==> src/rtl/queue_dequeue_sched_if.sv <==
// +----------------------------------------------------------------------+
// | queue_dequeue_sched_if : queue status, dequeue request, descriptor   |
// | return and transmit handoff bundle for the dequeue scheduler.        |
// | Rev 1.0                                                              |
// +----------------------------------------------------------------------+
`default_nettype none

interface queue_dequeue_sched_if #(
  parameter int NUM_PORTS  = 3,
  parameter int NUM_QUEUES = 8,
  parameter int ADDR_W     = 16
);
  logic [NUM_PORTS*NUM_QUEUES-1:0] queue_o_rdy;
  logic [NUM_PORTS*NUM_QUEUES-1:0] gate_open;
  logic [NUM_PORTS-1:0]            port_req;
  logic                            deq_vld_o;
  logic [1:0]                      deq_port_o;
  logic [2:0]                      deq_queue_o;
  logic                            deq_rdy_i;
  logic                            desc_vld_i;
  logic [ADDR_W-1:0]               desc_addr_i;
  logic                            tx_vld_o;
  logic [1:0]                      tx_port_o;
  logic [ADDR_W-1:0]               tx_addr_o;
  logic                            tx_rdy_i;
  logic                            err_o;
  logic                            busy_o;

  modport master (
    input  queue_o_rdy, gate_open, port_req, deq_rdy_i, desc_vld_i, desc_addr_i, tx_rdy_i,
    output deq_vld_o, deq_port_o, deq_queue_o, tx_vld_o, tx_port_o, tx_addr_o, err_o, busy_o
  );

  modport slave (
    output queue_o_rdy, gate_open, port_req, deq_rdy_i, desc_vld_i, desc_addr_i, tx_rdy_i,
    input  deq_vld_o, deq_port_o, deq_queue_o, tx_vld_o, tx_port_o, tx_addr_o, err_o, busy_o
  );
endinterface

`default_nettype wire

==> src/rtl/queue_dequeue_sched.sv <==
// +----------------------------------------------------------------------+
// | queue_dequeue_sched : round-robin port / strict-priority queue       |
// | dequeue scheduler with descriptor timeout.                           |
// | Rev 1.0                                                              |
// +----------------------------------------------------------------------+
`default_nettype none

module queue_dequeue_sched #(
  parameter int NUM_PORTS  = 3,
  parameter int NUM_QUEUES = 8,
  parameter int ADDR_W     = 16,
  parameter int TIMEOUT    = 255
) (
  input  wire logic              clk_in,
  input  wire logic              rst,
  queue_dequeue_sched_if.master  bus
);

  typedef enum logic [1:0] {
    S_IDLE = 2'd0,
    S_REQ  = 2'd1,
    S_WAIT = 2'd2,
    S_SEND = 2'd3
  } state_t;

  localparam logic [7:0] C_TMO_LAST = 8'(TIMEOUT - 1);

  state_t                         r_state, w_state_nxt;
  logic [1:0]                     r_rr_ptr;
  logic [1:0]                     r_port;
  logic [2:0]                     r_queue;
  logic [ADDR_W-1:0]              r_addr;
  logic [7:0]                     r_cnt;
  logic                           r_err;

  logic [NUM_PORTS-1:0]           w_port_elig;
  logic [NUM_PORTS-1:0][2:0]      w_port_q;
  logic                           w_any;
  logic [1:0]                     w_sel_port;
  logic [2:0]                     w_sel_q;
  logic [1:0]                     w_cand;
  logic                           w_latch;
  logic                           w_accept;
  logic                           w_desc;
  logic                           w_timeout;
  logic                           w_cnt_inc;

  for (genvar p = 0; p < NUM_PORTS; p++) begin : g_port
    logic [NUM_QUEUES-1:0] w_qm;
    logic [2:0]            w_hi;
    assign w_qm = bus.queue_o_rdy[p*NUM_QUEUES +: NUM_QUEUES]
                & bus.gate_open[p*NUM_QUEUES +: NUM_QUEUES];
    assign w_port_elig[p] = bus.port_req[p] & (|w_qm);
    // Highest set index wins: later iterations overwrite lower ones.
    always_comb begin
      w_hi = '0;
      for (int q = 0; q < NUM_QUEUES; q++) begin
        if (w_qm[q]) w_hi = 3'(q);
      end
    end
    assign w_port_q[p] = w_hi;
  end

  // Walk the search order backwards so the port nearest rr_ptr+1 wins.
  always_comb begin
    w_any      = 1'b0;
    w_sel_port = '0;
    w_sel_q    = '0;
    w_cand     = '0;
    for (int i = NUM_PORTS; i >= 1; i--) begin
      w_cand = 2'((32'(r_rr_ptr) + i) % NUM_PORTS);
      if (w_port_elig[w_cand]) begin
        w_any      = 1'b1;
        w_sel_port = w_cand;
        w_sel_q    = w_port_q[w_cand];
      end
    end
  end

  always_ff @(posedge clk_in) begin
    if (rst) r_state <= S_IDLE;
    else     r_state <= w_state_nxt;
  end

  always_comb begin
    w_state_nxt = r_state;
    w_latch     = 1'b0;
    w_accept    = 1'b0;
    w_desc      = 1'b0;
    w_timeout   = 1'b0;
    w_cnt_inc   = 1'b0;
    case (r_state)
      S_IDLE: if (w_any) begin
        w_state_nxt = S_REQ;
        w_latch     = 1'b1;
      end
      S_REQ: if (bus.deq_rdy_i) begin
        w_state_nxt = S_WAIT;
        w_accept    = 1'b1;
      end
      S_WAIT: begin
        if (bus.desc_vld_i) begin
          w_state_nxt = S_SEND;
          w_desc      = 1'b1;
        end else if (r_cnt == C_TMO_LAST) begin
          w_state_nxt = S_IDLE;
          w_timeout   = 1'b1;
        end else begin
          w_cnt_inc   = 1'b1;
        end
      end
      S_SEND: if (bus.tx_rdy_i) w_state_nxt = S_IDLE;
      default: w_state_nxt = S_IDLE;
    endcase
  end

  always_ff @(posedge clk_in) begin
    if (rst) begin
      r_rr_ptr <= 2'd2;
      r_port   <= '0;
      r_queue  <= '0;
      r_addr   <= '0;
      r_cnt    <= '0;
      r_err    <= 1'b0;
    end else begin
      r_err <= w_timeout;
      if (w_latch) begin
        r_port  <= w_sel_port;
        r_queue <= w_sel_q;
      end
      if (w_accept) begin
        r_rr_ptr <= r_port;
        r_cnt    <= '0;
      end
      if (w_cnt_inc) r_cnt  <= r_cnt + 8'd1;
      if (w_desc)    r_addr <= bus.desc_addr_i;
    end
  end

  assign bus.deq_vld_o   = (r_state == S_REQ);
  assign bus.deq_port_o  = r_port;
  assign bus.deq_queue_o = r_queue;
  assign bus.tx_vld_o    = (r_state == S_SEND);
  assign bus.tx_port_o   = r_port;
  assign bus.tx_addr_o   = r_addr;
  assign bus.err_o       = r_err;
  assign bus.busy_o      = (r_state != S_IDLE);

endmodule

`default_nettype wire

==> src/flat_wrapper.sv <==
// flat-port wrapper written by rule: the top's interface ports become plain ports
module queue_dequeue_sched_flat 
#(
  parameter int NUM_PORTS  = 3,
  parameter int NUM_QUEUES = 8,
  parameter int ADDR_W     = 16,
  parameter int TIMEOUT    = 255
)
  (clk_in, rst, bus_queue_o_rdy, bus_gate_open, bus_port_req, bus_deq_rdy_i, bus_desc_vld_i, bus_desc_addr_i, bus_tx_rdy_i, bus_deq_vld_o, bus_deq_port_o, bus_deq_queue_o, bus_tx_vld_o, bus_tx_port_o, bus_tx_addr_o, bus_err_o, bus_busy_o);
  queue_dequeue_sched_if #(.NUM_PORTS(NUM_PORTS), .NUM_QUEUES(NUM_QUEUES), .ADDR_W(ADDR_W)) bus_i ();
  input  wire logic clk_in;
  input  wire logic rst;
  input wire logic [$bits(bus_i.queue_o_rdy)-1:0] bus_queue_o_rdy;
  input wire logic [$bits(bus_i.gate_open)-1:0] bus_gate_open;
  input wire logic [$bits(bus_i.port_req)-1:0] bus_port_req;
  input wire logic [$bits(bus_i.deq_rdy_i)-1:0] bus_deq_rdy_i;
  input wire logic [$bits(bus_i.desc_vld_i)-1:0] bus_desc_vld_i;
  input wire logic [$bits(bus_i.desc_addr_i)-1:0] bus_desc_addr_i;
  input wire logic [$bits(bus_i.tx_rdy_i)-1:0] bus_tx_rdy_i;
  output wire logic [$bits(bus_i.deq_vld_o)-1:0] bus_deq_vld_o;
  output wire logic [$bits(bus_i.deq_port_o)-1:0] bus_deq_port_o;
  output wire logic [$bits(bus_i.deq_queue_o)-1:0] bus_deq_queue_o;
  output wire logic [$bits(bus_i.tx_vld_o)-1:0] bus_tx_vld_o;
  output wire logic [$bits(bus_i.tx_port_o)-1:0] bus_tx_port_o;
  output wire logic [$bits(bus_i.tx_addr_o)-1:0] bus_tx_addr_o;
  output wire logic [$bits(bus_i.err_o)-1:0] bus_err_o;
  output wire logic [$bits(bus_i.busy_o)-1:0] bus_busy_o;
  assign bus_i.queue_o_rdy = bus_queue_o_rdy;
  assign bus_i.gate_open = bus_gate_open;
  assign bus_i.port_req = bus_port_req;
  assign bus_i.deq_rdy_i = bus_deq_rdy_i;
  assign bus_i.desc_vld_i = bus_desc_vld_i;
  assign bus_i.desc_addr_i = bus_desc_addr_i;
  assign bus_i.tx_rdy_i = bus_tx_rdy_i;
  assign bus_deq_vld_o = bus_i.deq_vld_o;
  assign bus_deq_port_o = bus_i.deq_port_o;
  assign bus_deq_queue_o = bus_i.deq_queue_o;
  assign bus_tx_vld_o = bus_i.tx_vld_o;
  assign bus_tx_port_o = bus_i.tx_port_o;
  assign bus_tx_addr_o = bus_i.tx_addr_o;
  assign bus_err_o = bus_i.err_o;
  assign bus_busy_o = bus_i.busy_o;
  queue_dequeue_sched #(.NUM_PORTS(NUM_PORTS), .NUM_QUEUES(NUM_QUEUES), .ADDR_W(ADDR_W), .TIMEOUT(TIMEOUT)) u_core (.clk_in(clk_in), .rst(rst), .bus(bus_i));
endmodule
==> config.mk <==
export PLATFORM = sky130hd
export DESIGN_NAME = queue_dequeue_sched_flat
export DESIGN_NICKNAME = d
export VERILOG_FILES = /design/src/rtl/queue_dequeue_sched_if.sv /design/src/rtl/queue_dequeue_sched.sv /design/src/flat_wrapper.sv
export SDC_FILE = /design/constraint.sdc
export NUM_CORES = 1
export LEC_CHECK = 0
export ABC_AREA = 1
export CAP_MARGIN = 25
export CORE_MARGIN = 2
export CORE_UTILIZATION = 38
export CTS_BUF_LIST = sky130_fd_sc_hd__clkbuf_16
export DETAILED_ROUTE_END_ITERATION = 7
export GPL_ROUTABILITY_DRIVEN = 0
export HOLD_SLACK_MARGIN = 0.03
export MAX_ROUTING_LAYER = met4
export PLACE_DENSITY = 0.85
export SETUP_SLACK_MARGIN = 0.5
export SYNTH_ARGS = -nofsm -noshare
export SYNTH_HDL_FRONTEND = slang
export SYNTH_SLANG_ARGS = --single-unit
==> constraint.sdc <==
create_clock -name clk_in -period 1.8 [get_ports clk_in]
set_input_delay 0.36 -clock clk_in [delete_from_list [all_inputs] [get_ports clk_in]]
set_output_delay 0.36 -clock clk_in [all_outputs]
set_load 0.01 [all_outputs]
==> reports/results.txt <==
CP Depth: 9
Worst-Skew Late Latency: 0.28 ns
Routed wire length: 10600 microns
Die Y: 80.6 microns
Minimum clock period: 1.77 ns
Row count: 27
Cell variety after synth: 33
CP Class: register to register
Fin. Hold Viols: 0
R2R cell count: 9
DRC violations left: 0
Reg clk slew, reported paths: 0.05 ns
Cells after Synth: 348
PD cells: 1070 nW/um^2
Commonest non-fill, non-tap cell in the layout: buf_4
Final cell count without fillers: 596
Max-slew violation count: 0
Ports: 99
Flop-to-flop setup slack: 0.03 ns
Die Wd: 80.6 microns
Clk_skew: 0.00473 ns
Hold_buf cts: 0
Max incr delay on CP: 0.35 ns
Outcome: finished, final reports clean
CP Launch Type: register
Crit-path cells: inv_2, nor3_4, nand4_1, nand2_2, inv_4, nor2_1, nand2_1, nor2_1, nor2_1
Top FF cell, synth: dfxtp_1
Most Frequent Cell on Critical Path: nor2_1
Post-synth EDFFs: 0
Grt ovf: 0
Worst-Margin Slew: 0.284 ns
Placed instance count: 535
Synth Net Count: 424
Antenna Nets Post-Route: 0
Final layout net count: 600
Max VDD drop: 896 uV
Initial antenna violation count: 0
CP delay by family, top: simple AND/OR/NAND/NOR gates
Maximum fanout along the worst path: 6
Core Util, Final: 0.785
Core region area: 5570 sq um
Max_cap viols: 0
H-tree levels: 2
Worst Setup EP: u_core.r_state[1]
N_diodes: 0
1st-iter DRT viols: 305
Die area: 6500 sq um
Vias in the first global route: 3078
Fillers: 345
TritonRoute pass-1 iters: 7
Leak pwr: 2.09 nW
Yosys Warn Count: 0
Final Cell Area: 4380 sq um
Clock buffer depth: 2
Fin worst setup slack: 0.0259 ns
Sink Count: 34
Crit path arrival time: 1.94 ns
# setup viols final: 0
Starting Density: 0.400
CP Launch Point: u_core.r_cnt[5]
Slew Limit Headroom: 0.810
Vias/cell: 5.55
Setup crit end kind: register
Vias: 3306
Fin crit share: 0.986
Average size of a mapped cell: 6.41 sq um
Layout area overhead: 96.1%
HPWL Detailed: 4970 microns
PortBufs: 98
RSZ-0062 raised after global routing: yes
Num CTS Buffers: 5
Worst R2R End: u_core.r_state[1]
CTS Root Cell: clkbuf_16
Pin count of the biggest net entering global routing: 35
Global-route wire length before repair: 13900 microns
Wire length per cell: 17.8 microns
Setup WS pre-CTS: -0.261 ns
Layout cells sized above 1: 0.406
Slowest CP cell: dfxtp_2
CTS tree: yes
Post-Syn Area: 2230 sq um
Asr flop ratio synth: 0
Required time of the critical path: 1.97 ns
Total GRT Usage: 0.281
Buf/Inv on CP: 2
Power Total: 4.67 mW
Area after DPL: 3490 sq um
Highest clock rate: 564 MHz
Origin of the critical flop-to-flop path: u_core.r_cnt[5]
Post-synthesis sequential area ratio: 0.305
Hold crit path type: input pin to register
#FFs+latches synth: 34
Most frequent cells in the layout: 70 x buf_4, 69 x nand2_1, 64 x dlygate4sd2_1
## synth_stat cells, types with 3 or more instances
cell type  number  area share
a21oi_1        26       0.058
a21oi_2         4       0.016
a31oi_1         3      0.0084
buf_4           3       0.010
clkbuf_1        5      0.0084
dfxtp_1        34        0.30
ha_1            4       0.022
inv_1          44       0.074
inv_2           9       0.015
nand2_1        84        0.14
nand2_2        19       0.053
nand3_1        29       0.065
nor2_1         20       0.034
nor2_2          5       0.014
nor2_4          4       0.020
nor3_1          4      0.0090
o21ai_0        29       0.065
o22ai_1         3      0.0084
## cell type report
class	count	area (sq um)	share of cell area
inverters	54	228	0.0520
multi-input cells	252	1660	0.379
well taps	72	90.1	0.0206
clock inverters	2	33.8	0.00772
clock buffers	5	125	0.0286
flip-flops and latches	34	702	0.160
repair buffers	177	1540	0.352
## metal layers
| metal | routed length (microns) | GRT usage | part of all wire |
|---|---|---|---|
| met5 | 0 | - | 0 |
| met4 | 582 | 0.122 | 0.055 |
| met1 | 3890 | 0.311 | 0.37 |
| met3 | 936 | 0.0573 | 0.088 |
| met2 | 5180 | 0.490 | 0.49 |
## what timing repair did
item | 4_1_cts | 5_1_grt
endpoints found under the setup margin | 46 | 40
pin swaps | 69 | 27
gates resized for setup | 160 | 58
buffers inserted | 41 | 13
## worst reg2reg max path, cell delays in order, from the launching register on
cell and delay [ns]:
dfxtp_2 0.35, inv_2 0.08, nor3_4 0.22, nand4_1 0.17, nand2_2 0.18, inv_4 0.09
nor2_1 0.21, nand2_1 0.13, nor2_1 0.18, nor2_1 0.07
## metrics by stage
stage / TNS [ns] / hold slack, ns
2_1_floorplan: 0 / 0.422
3_3_place_gp: -1.33 / 0.430
3_5_place_dp: -1.55 / 0.436
4_1_cts: 0 / 0.441
5_1_grt: -0.0827 / 0.380
6_report: 0 / 0.389
## logic make-up (layout without fill, tap and decap cells)
family | after synthesis | in the layout | share of synthesized area
AO/OA/AOI/OAI | 75 | 75 | 0.196
AND/OR/NAND/NOR | 172 | 172 | 0.364
XOR/XNOR | 1 | 1 | 0.00392
flip-flops | 34 | 34 | 0.305
adder cells (fa/ha/maj) | 4 | 4 | 0.0224
buffers and inverters | 62 | 238 | 0.109
## how the worst min path moves through the flow
stage,end,slack [ns],start,depth (start not counted)
floorplan,u_core.bus.deq_queue_o[0],0.42,rst,1
global placement,u_core.bus.tx_addr_o[5],0.43,u_core.bus.tx_addr_o[5],2
detailed placement,u_core.bus.tx_addr_o[10],0.44,u_core.bus.tx_addr_o[10],2
CTS,u_core.bus.tx_addr_o[10],0.44,u_core.bus.tx_addr_o[10],2
global route,u_core.bus.err_o,0.38,bus_desc_vld_i,2
finish,u_core.bus.err_o,0.39,bus_desc_vld_i,2
## registers in the layout (all words and copies together), names as in the netlist
name,count
u_core.r_rr_ptr,2
u_core.bus.err_o,1
u_core.r_cnt,8
u_core.bus.deq_port_o,2
u_core.bus.tx_addr_o,16
u_core.r_state,2
u_core.bus.deq_queue_o,3
## power breakdown
| group | switching, mW | total [mW] | internal (mW) |
|---|---|---|---|
| sequential | 0.137 | 1.05 | 0.918 |
| combinational | 1.51 | 2.65 | 1.14 |
| clock | 0.325 | 0.966 | 0.640 |
(Power assumes the default switching activity.)
